File: src/rtl/mux_sel_arbiter.sv
// Round-robin arbiter driving the one-hot select pins of a 3-input, 4-bit mux.
// A holder keeps the mux while it requests, but only MAX_HOLD cycles if others wait.
module mux_sel_arbiter #(
    parameter int MAX_HOLD = 4,
    parameter int CNT_W    = 4
) (
    input  logic             clk,
    input  logic             rst,
    input  logic [2:0]       req,
    output logic             sel1,
    output logic             sel2,
    output logic             sel3,
    output logic [1:0]       owner,
    output logic             busy,
    output logic             switch_p,
    output logic [CNT_W-1:0] tenure
);

    typedef enum logic {IDLE, GRANT} state_t;

    localparam logic [CNT_W-1:0] MAX_T = CNT_W'(MAX_HOLD);

    state_t           state_q, state_d;
    logic [2:0]       sel_q, sel_d;
    logic [1:0]       last_grant_q, last_grant_d;
    logic [CNT_W-1:0] tenure_q, tenure_d;
    logic             switch_q, switch_d;

    logic [2:0]       others;
    logic [2:0]       pick_src;
    logic [1:0]       pick;
    logic             holder_req;

    // First requester in r found when searching from lg+1 with wrap-around.
    function automatic logic [1:0] rr_pick(input logic [2:0] r, input logic [1:0] lg);
        logic [1:0] c0, c1, c2;
        c0 = (lg >= 2'd2) ? 2'd0 : 2'(lg + 2'd1);
        c1 = (c0 == 2'd2) ? 2'd0 : 2'(c0 + 2'd1);
        c2 = (c1 == 2'd2) ? 2'd0 : 2'(c1 + 2'd1);
        if (r[c0])      return c0;
        else if (r[c1]) return c1;
        else            return c2;
    endfunction

    always_ff @(posedge clk) begin
        if (rst) begin
            state_q      <= IDLE;
            sel_q        <= 3'b000;
            last_grant_q <= 2'd2;
            tenure_q     <= '0;
            switch_q     <= 1'b0;
        end else begin
            state_q      <= state_d;
            sel_q        <= sel_d;
            last_grant_q <= last_grant_d;
            tenure_q     <= tenure_d;
            switch_q     <= switch_d;
        end
    end

    // In GRANT the holder is always last_grant_q, so it is masked out of the search.
    always_comb begin
        state_d      = state_q;
        sel_d        = sel_q;
        last_grant_d = last_grant_q;
        tenure_d     = tenure_q;
        switch_d     = 1'b0;
        others       = req & ~(3'(3'b001 << last_grant_q));
        holder_req   = req[last_grant_q];
        pick_src     = (state_q == GRANT) ? others : req;
        pick         = rr_pick(pick_src, last_grant_q);

        case (state_q)
            IDLE: begin
                if (|req) begin
                    state_d      = GRANT;
                    sel_d        = 3'(3'b001 << pick);
                    last_grant_d = pick;
                    tenure_d     = CNT_W'(1);
                    switch_d     = 1'b1;
                end else begin
                    sel_d    = 3'b000;
                    tenure_d = '0;
                end
            end
            GRANT: begin
                if (holder_req && ((tenure_q < MAX_T) || (others == 3'b000))) begin
                    if (tenure_q < MAX_T) begin
                        tenure_d = tenure_q + CNT_W'(1);
                    end
                end else if (|others) begin
                    sel_d        = 3'(3'b001 << pick);
                    last_grant_d = pick;
                    tenure_d     = CNT_W'(1);
                    switch_d     = 1'b1;
                end else begin
                    state_d  = IDLE;
                    sel_d    = 3'b000;
                    tenure_d = '0;
                    switch_d = 1'b1;
                end
            end
            default: begin
                state_d  = IDLE;
                sel_d    = 3'b000;
                tenure_d = '0;
            end
        endcase
    end

    always_comb begin
        sel1     = sel_q[0];
        sel2     = sel_q[1];
        sel3     = sel_q[2];
        busy     = |sel_q;
        switch_p = switch_q;
        tenure   = tenure_q;
        case (sel_q)
            3'b001:  owner = 2'd1;
            3'b010:  owner = 2'd2;
            3'b100:  owner = 2'd3;
            default: owner = 2'd0;
        endcase
    end

endmodule

File: config.mk
export PLATFORM = sky130hd
export DESIGN_NAME = mux_sel_arbiter
export DESIGN_NICKNAME = d
export VERILOG_FILES = /design/src/rtl/mux_sel_arbiter.sv
export SDC_FILE = /design/constraint.sdc
export NUM_CORES = 1
export LEC_CHECK = 0
export ABC_AREA = 1
export BUFFER_PORTS_ARGS = -buffer_cell sky130_fd_sc_hd__buf_2
export CORE_UTILIZATION = 50
export DETAILED_ROUTE_END_ITERATION = 8
export GPL_TIMING_DRIVEN = 0
export PLACE_DENSITY = 0.87
export SLEW_MARGIN = 10
export SYNTH_ARGS = -nofsm -noshare
export SYNTH_HDL_FRONTEND = slang
export SYNTH_SLANG_ARGS = --single-unit
File: constraint.sdc
create_clock -name clk -period 1.55 [get_ports clk]
set_input_delay 0.0775 -clock clk [delete_from_list [all_inputs] [get_ports clk]]
set_output_delay 0.0775 -clock clk [all_outputs]
set_load 0.02 [all_outputs]
==> results.sh <==
export IMPL_rows=12
export IMPL_seq_area_um2=220
export IMPL_fin_cells=130
export IMPL_ant_nets=0
export IMPL_cts_root_buf="clkbuf_4"
export IMPL_syn_nets=103
export IMPL_ys_ff_latch=11
export IMPL_num_io_pins=16
export IMPL_final_period_utilization=0.830
export IMPL_multi_input_comb_area_um2=359
export IMPL_hold_worst_slack_ns=0.0319
export IMPL_cap_violations=0
export IMPL_htreeDepth=1
export IMPL_crit_type="flip-flop to flip-flop"
export IMPL_vias=660
export IMPL_drc=0
export IMPL_powerDensity_mw_per_mm2=1070
export IMPL_max_freq_ghz=0.777
export IMPL_drv_slew=0
export IMPL_grt_pass1_wl_um=2010
export IMPL_postCtsSetupBuffers=0
export IMPL_dieArea_mm2=0.00145
export IMPL_fillers=95
export IMPL_viasPerCell=5.08
export IMPL_gp_congestion=0.928
export IMPL_ir_drop_uv=721
export IMPL_synthCells=97
export IMPL_ys_warn_count=0
export IMPL_antenna_found_initial=0
export IMPL_cts_hold_buf=0
export IMPL_grt_usage=0.203
export IMPL_worstSetupEndpointType="flip-flop"
export IMPL_setup_viol=0
export IMPL_fin_nets=123
export IMPL_netlist_cell_type_count=22
export IMPL_clock_latency_ns=0.26
export IMPL_cts_sinks=11
export IMPL_hold_path_class="primary input to flip-flop"
export IMPL_cts_clk_slew_worst_paths_ns=0.07
export IMPL_dp_final_hpwl_um=991
export IMPL_start_util=0.562
export IMPL_wirelength_um=1250
export IMPL_clock_skew_ns=0.00150
export IMPL_seq_area_frac_synth=0.339
export IMPL_ctsResizeCount=0
export IMPL_relSlewSlack=0.781
export IMPL_syn_to_final_growth_pct=18.3
export IMPL_syn_area_um2=649
export IMPL_grt_max_degree=9
export IMPL_tns_ns=0
export IMPL_final_util=0.665
export IMPL_syn_avg_cell_area_um2=6.69
export IMPL_period_minus_slack_ns=1.29
export IMPL_wl_per_cell_um=9.64
export IMPL_rsz0062_at_grt="false"
export IMPL_dp_cells=126
export IMPL_cellLeakagePower_uw=0.000408
export IMPL_n_antenna_cell=0
export IMPL_die_w_um=38.0
export IMPL_start_kind="flip-flop"
export IMPL_status="finished, final reports clean"
export IMPL_crit_fanout=8
export IMPL_drtPass1Iterations=4
export IMPL_layout_drive_gt1_share=0.267
export IMPL_worstPathRequired_ns=1.69
export IMPL_drtIter0Drc=20
export IMPL_gr_total_overflow=0
export IMPL_cts_tree="built"
export IMPL_io_buffers=15
export IMPL_layout_commonest_cell="nand2_1"
export IMPL_cp_arrival_ns=1.43
export IMPL_mostFrequentLayoutCells="nand2_1, nor2_1, buf_2, dfxtp_1, inv_1"
export IMPL_fp_dieH_um=38.0
export IMPL_cts_buffers=3
export IMPL_worstMarginPinSlew_ns=0.325
export IMPL_hold_viol_final=0
export IMPL_clk_path_buf_depth=2
export IMPL_grt_pass1_vias=520
export IMPL_core_area_mm2=0.00116
layout make-up:
| class | count | area share |
|---|---|---|
| flip-flops and latches | 11 | 0.287 |
| plain buffers | 2 | 0.0212 |
| clock buffers | 4 | 0.0342 |
| multi-input cells | 70 | 0.467 |
| repair buffers | 15 | 0.0977 |
| well taps | 14 | 0.0228 |
| inverters | 14 | 0.0700 |
flip-flops by register name, indices dropped and copies added, names as in the netlist:
name and count:
tenure 4, switch_p 1, last_grant_q 2, state_q 1, sel_q 3
through the flow:
step / setup WS, ns / total power [uW] / instance area (um2)
5_1_grt: 0.132 / 882 / 768
3_5_place_dp: 0.274 / 633 / 742
6_report: 0.263 / 818 / 768
4_1_cts: 0.264 / 827 / 768
2_1_floorplan: 0.376 / 559 / 649
3_3_place_gp: 0.303 / 624 / 742
cell families after synthesis:
group	count (synthesis)	share of synthesized area
AND/OR/NAND/NOR	56	0.426
buffers and inverters	16	0.108
AO/OA/AOI/OAI	13	0.108
flip-flops	11	0.339
adder cells (fa/ha/maj)	1	0.0193
path summary, 6_finish.rpt:
path / slack (ns) / end / start / cells past startpoint
worst max-delay path: 0.26 / last_grant_q[1] / last_grant_q[0] / 9
worst min-delay path: 0.03 / state_q / rst / 2
worst max register to register: 0.26 / last_grant_q[1] / last_grant_q[0] / 9
worst min register to register: 0.47 / tenure[3] / tenure[3] / 2
report_power, final:
group	switching (uW)	internal, uW	total, uW
combinational	188	104	292
clock	91.0	99.5	190
sequential	25.0	311	336
critical path: stages, from the launching register on:
cell,delay [ns]
dfxtp_1,0.46
inv_2,0.07
nand2_1,0.06
nand2_1,0.06
nand3_2,0.10
nand2_2,0.10
nand3_4,0.11
nand2_1,0.09
nand2_1,0.06
nand3_1,0.06
synth_stat cells:
library cell	number	area (um2)
nand3_1	8	40.0
nand4_1	2	12.5
inv_1	10	37.5
nand2_1	19	71.3
buf_6	1	11.3
o21ai_1	4	20.0
nand2_2	2	12.5
clkinv_2	1	5.00
o211ai_1	1	7.51
inv_2	3	11.3
a21boi_1	1	7.51
buf_2	1	5.00
nand3b_1	1	7.51
nand4_2	1	12.5
nand3_4	1	17.5
nor3_1	1	5.00
o21ai_0	1	5.00
ha_1	1	12.5
a21oi_1	6	30.0
dfxtp_1	11	220
nor2_1	18	67.6
nand3_2	3	30.0
per-layer routing:
metal  wire length (um)  GRT usage  part of all wire  vias to the layer above
li1                   -          -                 -                      356
met1                602      0.251              0.48                      288
met2                590      0.318              0.47                       16
met3                 61      0.105             0.049                        0
met4                  0     0.0268                 0                        0
met5                  0          0                 0                        -
Power figures use the tool's default switching activity.
